File: src/rtl/dt_pkg.sv
// Shared distance-transform constants and result-port tag types.
package dt_pkg;

  localparam int unsigned IMG_DIM    = 128;
  localparam int unsigned RES_ADDR_W = $clog2(IMG_DIM * IMG_DIM);
  localparam int unsigned RES_DATA_W = 8;
  localparam int unsigned MAX_REQ    = 4;
  localparam int unsigned REQ_IDX_W  = $clog2(MAX_REQ);

  typedef logic [REQ_IDX_W-1:0] req_idx_t;

  // Read tag carried alongside an in-flight memory read
  typedef struct packed {
    logic     vld;
    req_idx_t idx;
  } rd_tag_t;

endpackage

File: src/rtl/rr_arbiter.sv
// Round-robin one-hot grant with lock override; purely combinational.
module rr_arbiter
  import dt_pkg::*;
#(
  parameter int unsigned NREQ = 2
) (
  input  logic [NREQ-1:0] valid,
  input  req_idx_t        ptr,
  input  logic            lock_vld,
  input  req_idx_t        lock_own,
  output logic [NREQ-1:0] grant_c
);

  logic found;

  // Lock owner wins outright; otherwise first valid at/after ptr, then wrap to lowest
  always_comb begin
    grant_c = '0;
    found   = 1'b0;
    if (lock_vld) begin
      for (int i = 0; i < int'(NREQ); i++) begin
        if (lock_own == REQ_IDX_W'(i)) grant_c[i] = 1'b1;
      end
    end else begin
      for (int i = 0; i < int'(NREQ); i++) begin
        if (!found && valid[i] && (REQ_IDX_W'(i) >= ptr)) begin
          grant_c[i] = 1'b1;
          found      = 1'b1;
        end
      end
      for (int i = 0; i < int'(NREQ); i++) begin
        if (!found && valid[i]) begin
          grant_c[i] = 1'b1;
          found      = 1'b1;
        end
      end
    end
  end

endmodule

File: src/rtl/res_port_arbiter.sv
// Shares the result-memory port between NREQ requesters; tagged fixed-latency reads.
module res_port_arbiter
  import dt_pkg::*;
#(
  parameter int unsigned NREQ   = 2,
  parameter int unsigned ADDR_W = RES_ADDR_W,
  parameter int unsigned DATA_W = RES_DATA_W
) (
  input  logic                     clk,
  input  logic                     reset,
  input  logic [NREQ-1:0]          req_valid,
  input  logic [NREQ-1:0]          req_we,
  input  logic [NREQ-1:0]          req_lock,
  input  logic [NREQ*ADDR_W-1:0]   req_addr,
  input  logic [NREQ*DATA_W-1:0]   req_wdata,
  output logic [NREQ-1:0]          req_ready,
  output logic [NREQ-1:0]          rsp_valid,
  output logic [DATA_W-1:0]        rsp_data,
  output logic                     res_rd,
  output logic                     res_wr,
  output logic [ADDR_W-1:0]        res_addr,
  output logic [DATA_W-1:0]        res_do,
  input  logic [DATA_W-1:0]        res_di
);

  req_idx_t          ptr_q, ptr_d;
  logic              lock_vld_q, lock_vld_d;
  req_idx_t          lock_own_q, lock_own_d;
  logic [NREQ-1:0]   grant_c;

  logic              acc_any;
  req_idx_t          acc_idx;
  logic              acc_we;
  logic              acc_lock;
  logic [ADDR_W-1:0] acc_addr;
  logic [DATA_W-1:0] acc_wdata;
  logic              own_valid;
  logic              own_lock;

  rd_tag_t           tag1_q, tag2_q;
  logic [NREQ-1:0]   rsp_onehot;

  rr_arbiter #(.NREQ(NREQ)) u_rr (
    .valid    (req_valid),
    .ptr      (ptr_q),
    .lock_vld (lock_vld_q),
    .lock_own (lock_own_q),
    .grant_c  (grant_c)
  );

  assign req_ready = grant_c;

  // Select the accepted request and look up the lock owner's request lines
  always_comb begin
    acc_any   = 1'b0;
    acc_idx   = '0;
    acc_we    = 1'b0;
    acc_lock  = 1'b0;
    acc_addr  = '0;
    acc_wdata = '0;
    own_valid = 1'b0;
    own_lock  = 1'b0;
    for (int i = 0; i < int'(NREQ); i++) begin
      if (req_valid[i] && grant_c[i]) begin
        acc_any   = 1'b1;
        acc_idx   = REQ_IDX_W'(i);
        acc_we    = req_we[i];
        acc_lock  = req_lock[i];
        acc_addr  = req_addr[i*ADDR_W +: ADDR_W];
        acc_wdata = req_wdata[i*DATA_W +: DATA_W];
      end
      if (lock_own_q == REQ_IDX_W'(i)) begin
        own_valid = req_valid[i];
        own_lock  = req_lock[i];
      end
    end
  end

  // Next pointer and lock: advance on accept, drop an idle lock once the owner lets go
  always_comb begin
    ptr_d      = ptr_q;
    lock_vld_d = lock_vld_q;
    lock_own_d = lock_own_q;
    if (acc_any) begin
      ptr_d      = (acc_idx == REQ_IDX_W'(NREQ - 1)) ? '0 : acc_idx + REQ_IDX_W'(1);
      lock_vld_d = acc_lock;
      lock_own_d = acc_idx;
    end else if (lock_vld_q && !own_valid && !own_lock) begin
      lock_vld_d = 1'b0;
    end
  end

  // Decode the oldest read tag into a one-hot response strobe
  always_comb begin
    rsp_onehot = '0;
    for (int i = 0; i < int'(NREQ); i++) begin
      if (tag2_q.vld && (tag2_q.idx == REQ_IDX_W'(i))) rsp_onehot[i] = 1'b1;
    end
  end

  // Arbitration state
  always_ff @(posedge clk or posedge reset) begin
    if (reset) begin
      ptr_q      <= '0;
      lock_vld_q <= 1'b0;
      lock_own_q <= '0;
    end else begin
      ptr_q      <= ptr_d;
      lock_vld_q <= lock_vld_d;
      lock_own_q <= lock_own_d;
    end
  end

  // Memory port registers, two-stage read tag pipeline, response capture
  always_ff @(posedge clk or posedge reset) begin
    if (reset) begin
      res_rd    <= 1'b0;
      res_wr    <= 1'b0;
      res_addr  <= '0;
      res_do    <= '0;
      tag1_q    <= '0;
      tag2_q    <= '0;
      rsp_valid <= '0;
      rsp_data  <= '0;
    end else begin
      res_rd <= acc_any & ~acc_we;
      res_wr <= acc_any & acc_we;
      if (acc_any) begin
        res_addr <= acc_addr;
        res_do   <= acc_wdata;
      end
      tag1_q.vld <= acc_any & ~acc_we;
      tag1_q.idx <= acc_idx;
      tag2_q     <= tag1_q;
      rsp_valid  <= rsp_onehot;
      if (tag2_q.vld) rsp_data <= res_di;
    end
  end

endmodule

File: config.mk
export PLATFORM = sky130hd
export DESIGN_NAME = res_port_arbiter
export DESIGN_NICKNAME = d
export VERILOG_FILES = /design/src/rtl/dt_pkg.sv /design/src/rtl/rr_arbiter.sv /design/src/rtl/res_port_arbiter.sv
export SDC_FILE = /design/constraint.sdc
export NUM_CORES = 1
export LEC_CHECK = 0
export CAP_MARGIN = 20
export CELL_PAD_IN_SITES_DETAIL_PLACEMENT = 2
export CELL_PAD_IN_SITES_GLOBAL_PLACEMENT = 2
export CORE_MARGIN = 3
export CORE_UTILIZATION = 24
export DETAILED_ROUTE_END_ITERATION = 8
export GPL_ROUTABILITY_DRIVEN = 0
export PLACE_DENSITY = 0.91
export SLEW_MARGIN = 20
export SYNTH_ARGS = -nofsm -noshare
export SYNTH_HDL_FRONTEND = slang
export SYNTH_SLANG_ARGS = --single-unit
File: constraint.sdc
create_clock -name clk -period 3.19 [get_ports clk]
set_input_delay 0.957 -clock clk [delete_from_list [all_inputs] [get_ports clk]]
set_output_delay 0.957 -clock clk [all_outputs]
set_load 0.02 [all_outputs]
==> results of run 1 <==
synthesized netlist by cell type, types with 2 or more instances:
master     n
clkbuf_1   5
and3_1    24
o21a_1     2
a221o_1   22
buf_6      3
nand2_1    3
dfrtp_1   40
nor2b_1    3
buf_2      2
mux2_2     8
nor2_1     2
worst max path at each step:
stage	start	end	slack, ns	depth (start not counted)
finish	req_valid[0]	req_ready[1]	0.1	5
CTS	req_valid[1]	req_ready[0]	0.07	6
global placement	req_valid[0]	req_ready[0]	-0.16	5
global route	req_valid[0]	req_ready[1]	0.01	5
detailed placement	req_valid[0]	req_ready[0]	-0.18	5
floorplan	req_valid[1]	req_ready[1]	0.89	2
stage by stage:
stage	setup TNS [ns]	hold slack (ns)	util (%)	power, W	area, um^2
floorplan	0	0.331	-	0.00164	1690
global placement	-0.304	0.332	41.9	0.00231	2770
detailed placement	-0.346	0.336	41.9	0.00236	2770
CTS	0	0.355	43.3	0.00271	2860
global route	0	0.376	43.3	0.00284	2860
finish	0	0.352	43.3	0.00266	2860
report_power, final:
part           internal, W  leakage [nW]  switching, W
logic             0.000722         0.710      0.000660
clock network     0.000177        0.0455      0.000166
registers         0.000754         0.480      0.000182
total              0.00165          1.24       0.00101
per-layer routing:
metal | routed length, um | global-route usage (%) | vias up
li1 | - | - | 698
met1 | 2230 | 15.8 | 745
met2 | 2810 | 25.4 | 65
met3 | 422 | 4.76 | 4
met4 | 35 | 3.06 | 0
met5 | 0 | 0 | -
area by class of cell:
cell class	count	area (um^2)	area share [%]
inverters	1	3.75	0.131
repair buffers	104	1020	35.6
multi-input cells	78	629	22.0
clock buffers	8	90.1	3.15
flip-flops and latches	40	1000	35.0
well taps	93	116	4.07
cell usage in the layout, fill, tap and decap left out, types with 2 or more instances in the layout:
cell and n:
clkdlybuf4s50_1 93, dfrtp_1 40, and3_1 24, a221o_1 22
buf_4 9, mux2_2 8, clkbuf_8 6, nor2b_1 3
nand2_1 3, o21a_1 2, nor2_1 2, clkbuf_1 2
critical path, stage by stage:
cell and delay, ns:
clkdlybuf4s50_1 0.49, buf_4 0.12, nand2b_1 0.05, a22o_1 0.19, dlygate4sd2_1 0.32
logic make-up after synthesis:
family | after synthesis | share of synthesized area (%)
buffers and inverters | 11 | 3.92
flip-flops | 40 | 59.1
multiplexers | 8 | 5.32
AND/OR/NAND/NOR | 39 | 14.1
AO/OA/AOI/OAI | 31 | 17.5
registers in the layout, summed over array words and instances (netlist names):
signal,cells
lock_own_q,1
res_wr,1
res_addr,14
tag2_q,2
ptr_q,1
tag1_q,2
rsp_valid,2
lock_vld_q,1
rsp_data,8
res_do,8
==> run summary, run 1 <==
Sequential cell area fraction in the yosys report = 59.1%
Pin count of the biggest net entering global routing = 41
Maximum vdd drop = 0.000308 V
Post-cts hold buffer count = 0
Post-cts repair resize count = 2
Initial Util = 25.6%
Share of post-route cells with drive strength above 1 = 11.3%
Period utilization = 97.0%
Final Hold Viols = 0
Library cells used by synthesis = 26
Fin crit period = 3.09 ns
FMAX = 0.323 GHz
CTS Buf Count = 5
Static Leak = 1.23 nW
Slew @ Worst Pin = 0.516 ns
H-tree level count = 2
Setup slack after layout = 0.0969 ns
Total grt overflow = 0
Critical path type = in2out
Gr usage total = 14.0%
Critical path arrival = 2.14 ns
Hold Path Cell Cnt = 0
MaxCap Viol Count = 0
CTS tree = done
Top cell type's share of synthesized area = 59.1%
Worst r2r src = lock_vld_q$_DFFE_PP0P_
R2R depth = 4
Yosys warns = 0
Die area = 8100 um^2
Worst-path clk slew = 0.08 ns
Top Ports = 96
Post-Place Setup Slack = -0.185 ns
Syn Nets = 189
CTS max path bufs = 2
Cell accounting for the most synthesized area = dfrtp_1
DP Cell Count = 316
Ranking of synthesized cells by area = dfrtp_1, a221o_1, and3_1
Synth async-reset ratio = 100%
IO buf count = 95
CTS Sinks = 40
Area growth from synthesis to layout = 68.8%
# Post-CTS Setup Buffers = 0
Cell Rows = 29
Syn Area/Cell = 13.1 um^2
Worst Setup Start Kind = input pin
Syn Inst Count = 129
Crit Reg-Reg Endpoint = res_addr[7]$_DFFE_PP0P_
CP max FO = 3
Die width = 90.0 um
WL/cell = 17.0 um
Antenna-violating nets left = 0
Final setup violation count = 0
Min-Delay Startpoint = tag1_q[0]$_DFF_PP0_
Dominant synthesized flop cell = dfrtp_1
Pwr Density = 931 nW/um^2
Cell Area, Synth = 1690 um^2
Filler cells = 690
Root Buffer = clkbuf_8
Final HPWL DP = 4130 um
Initial DRC count = 68
Hold endpoint = tag2_q[0]$_DFF_PP0_
Number of synthesized register bits = 40
Worst hold path class = reg2reg
Outcome = finished clean
First-pass GRT wire length = 9140 um
Drt first pass iters = 4
Kind of end point of the critical path = output port
Number of synthesized flops with an enable pin = 0
Fin nets = 290
Relative slew margins = 65.6%
Data required time at the worst endpoint = 2.23 ns
RSZ-0062 raised after global routing = false
R2r setup slk = 1.32 ns
Via count = 1512
DRC = 0
Final wirelength = 5500 um
Die H = 90.0 um
Vias in the first global route = 1777
Core Footprint = 6600 um^2
Clk_lat worst skew = 0.28 ns
Initial antenna violation count = 0
N_diodes = 0
Final Max Tran Viols = 0
Worst Skew = 0.00856 ns
Final non-filler cell total = 324
Via density per instance = 4.67
(Power assumes the default switching activity.)
==> inputs of run 2 (changes only) <==
--- a/config.mk
+++ b/config.mk
@@ -9,11 +9,11 @@
 export CELL_PAD_IN_SITES_DETAIL_PLACEMENT = 2
 export CELL_PAD_IN_SITES_GLOBAL_PLACEMENT = 2
 export CORE_MARGIN = 3
-export CORE_UTILIZATION = 24
+export CORE_UTILIZATION = 35
 export DETAILED_ROUTE_END_ITERATION = 8
+export DONT_BUFFER_PORTS = 1
 export GPL_ROUTABILITY_DRIVEN = 0
-export PLACE_DENSITY = 0.91
-export SLEW_MARGIN = 20
+export PLACE_DENSITY = 0.82
 export SYNTH_ARGS = -nofsm -noshare
 export SYNTH_HDL_FRONTEND = slang
 export SYNTH_SLANG_ARGS = --single-unit
==> run summary, run 2 (synthesized netlist as in run 1, its figures left out) <==
IO buf count = 0 (-100%)
Area growth from synthesis to layout = 6.95%
FMAX = 0.415 GHz (+29%)
Relative slew margins = 35.0% (-31 points)
Die H = 75.5 um (-16%)
Cell Rows = 24 (-17%)
Share of post-route cells with drive strength above 1 = 16.0% (+4.8 points)
MaxCap Viol Count = 0 (unchanged)
Static Leak = 0.842 nW (-32%)
Final Hold Viols = 0 (unchanged)
Total grt overflow = 0 (unchanged)
Critical path type = in2out
Die area = 5710 um^2 (-30%)
Crit Reg-Reg Endpoint = res_do[7]$_DFFE_PP0P_
Period utilization = 75.5% (-22 points)
Filler cells = 485 (-30%)
Worst hold path class = reg2reg
Largest Register = res_addr
CTS max path bufs = 2 (unchanged)
CP max FO = 4 (+1)
Final HPWL DP = 3360 um (-19%)
Pwr Density = 1150 nW/um^2 (+24%)
Met3 Use GR = 5.80% (+1.0 points)
# Post-CTS Setup Buffers = 0 (unchanged)
Hold_ws = 0.355 ns (+0.00283 ns)
Clk_lat worst skew = 0.28 ns (about the same)
Hold Path Cell Cnt = 0 (unchanged)
Top Ports = 96 (unchanged)
Vias in the first global route = 1335 (-25%)
Post-cts hold buffer count = 0 (unchanged)
Initial Util = 37.6% (+12 points)
Fin nets = 191 (-34%)
Initial DRC count = 35 (-49%)
Worst Setup Start Kind = input pin
N_diodes = 0 (unchanged)
Worst Skew = 0.00874 ns (+0.000187 ns)
Antenna-violating nets left = 0 (unchanged)
Data required time at the worst endpoint = 2.23 ns (about the same)
Gr usage total = 15.9% (+1.9 points)
WL/cell = 24.6 um (+45%)
R2R depth = 3 (-1)
Cell Area, Placed = 1730 um^2 (-37%)
Die width = 75.5 um (-16%)
Worst r2r src = lock_vld_q$_DFFE_PP0P_
CTS Buf Count = 5 (unchanged)
DRC = 0 (unchanged)
Design Area, Final = 1810 um^2 (-37%)
Final Util = 40.2% (-3.1 points)
RSZ-0062 raised after global routing = false
Design Power = 0.00209 W (-22%)
Top Registers = res_addr x14, res_do x8, rsp_data x8
Maximum vdd drop = 0.000394 V (+28%)
Drt first pass iters = 4 (unchanged)
Max FFs per register = 14 (unchanged)
TNS Setup = 0 ns (unchanged)
Met2 Use GR = 30.0% (+4.6 points)
Root Buffer = clkbuf_8
CTS tree = done
Kind of end point of the critical path = output port
Final Max Tran Viols = 0 (unchanged)
Core Footprint = 4500 um^2 (-32%)
R2r setup slk = 1.12 ns (-0.20 ns)
Via density per instance = 6.43 (+38%)
CTS Sinks = 40 (unchanged)
Via count = 1177 (-22%)
Hold endpoint = tag2_q[0]$_DFF_PP0_
Final wirelength = 4500 um (-18%)
Worst-path clk slew = 0.07 ns (about the same)
Outcome = finished clean
Layer with the highest usage = met2
Pin count of the biggest net entering global routing = 28 (-32%)
Post-cts repair resize count = 0 (-2)
Slew @ Worst Pin = 0.975 ns (+0.459 ns)
Commonest non-fill, non-tap cell in the layout = dfrtp_1
H-tree level count = 2 (unchanged)
Fin crit period = 2.41 ns (-0.686 ns)
Most frequent cells in the layout = dfrtp_1, and3_1, a221o_1
First-pass GRT wire length = 6700 um (-27%)
Critical path arrival = 1.45 ns (-0.69 ns)
Final setup violation count = 0 (unchanged)
Min-Delay Startpoint = tag1_q[0]$_DFF_PP0_
Met1 Resource Use GR = 16.2% (+0.41 points)
Initial antenna violation count = 0 (unchanged)
==> run 2: cell types whose count changed in the layout (fill, tap and decap cells not counted), sizes merged <==
cell,previous run,this run
clkbuf,8,6
buf,9,5
dlygate4sd2,1,0
clkdlybuf4s15,1,0
inv,0,1
clkdlybuf4s50,93,0
==> run 2: cell type report <==
type                    count  area (um^2)  area share, %
well taps                  52         65.1           3.59
repair buffers              5         37.5           2.07
clock inverters             1         5.00          0.276
inverters                   1         3.75          0.207
clock buffers               6         72.6           4.01
multi-input cells          78          626           34.6
flip-flops and latches     40         1000           55.3
==> run 2: metrics by stage <==
step / worst slack, ns / instances
floorplan: 0.889 / 129
global placement: 0.770 / 176
detailed placement: 0.674 / 176
CTS: 0.776 / 183
global route: 0.757 / 183
finish: 0.783 / 183
==> run 2: metal layers <==
| metal | vias up | part of all wire (%) | wire length (um) |
|---|---|---|---|
| met4 | 0 | 0.71 | 32 |
| met5 | - | 0 | 0 |
| li1 | 499 | - | - |
| met2 | 68 | 54 | 2440 |
| met1 | 605 | 36 | 1620 |
| met3 | 5 | 9.1 | 407 |
==> run 2: worst max-delay path by stage <==
| stage | start | to | slack [ns] | cells past startpoint |
|---|---|---|---|---|
| finish | req_valid[0] | req_ready[0] | 0.78 | 3 |
| global route | req_valid[0] | req_ready[0] | 0.76 | 3 |
| CTS | req_valid[0] | req_ready[0] | 0.78 | 3 |
| detailed placement | req_valid[0] | res_addr[4]$_DFFE_PP0P_ | 0.67 | 3 |
| global placement | req_valid[0] | res_addr[6]$_DFFE_PP0P_ | 0.77 | 3 |
| floorplan | req_valid[1] | req_ready[1] | 0.89 | 2 |
==> run 2: worst max-delay path: stages <==
cell     delay, ns
nor2b_1       0.16
nand2_1       0.11
nand2_1       0.21
==> run 2: power by group <==
| group | switching [W] | internal (W) | total [W] |
|---|---|---|---|
| Combinational | 0.000267 | 0.000275 | 0.000542 |
| Sequential | 0.000486 | 0.000753 | 0.00124 |
| Clock | 0.000158 | 0.000149 | 0.000307 |
| Total | 0.000910 | 0.00118 | 0.00209 |
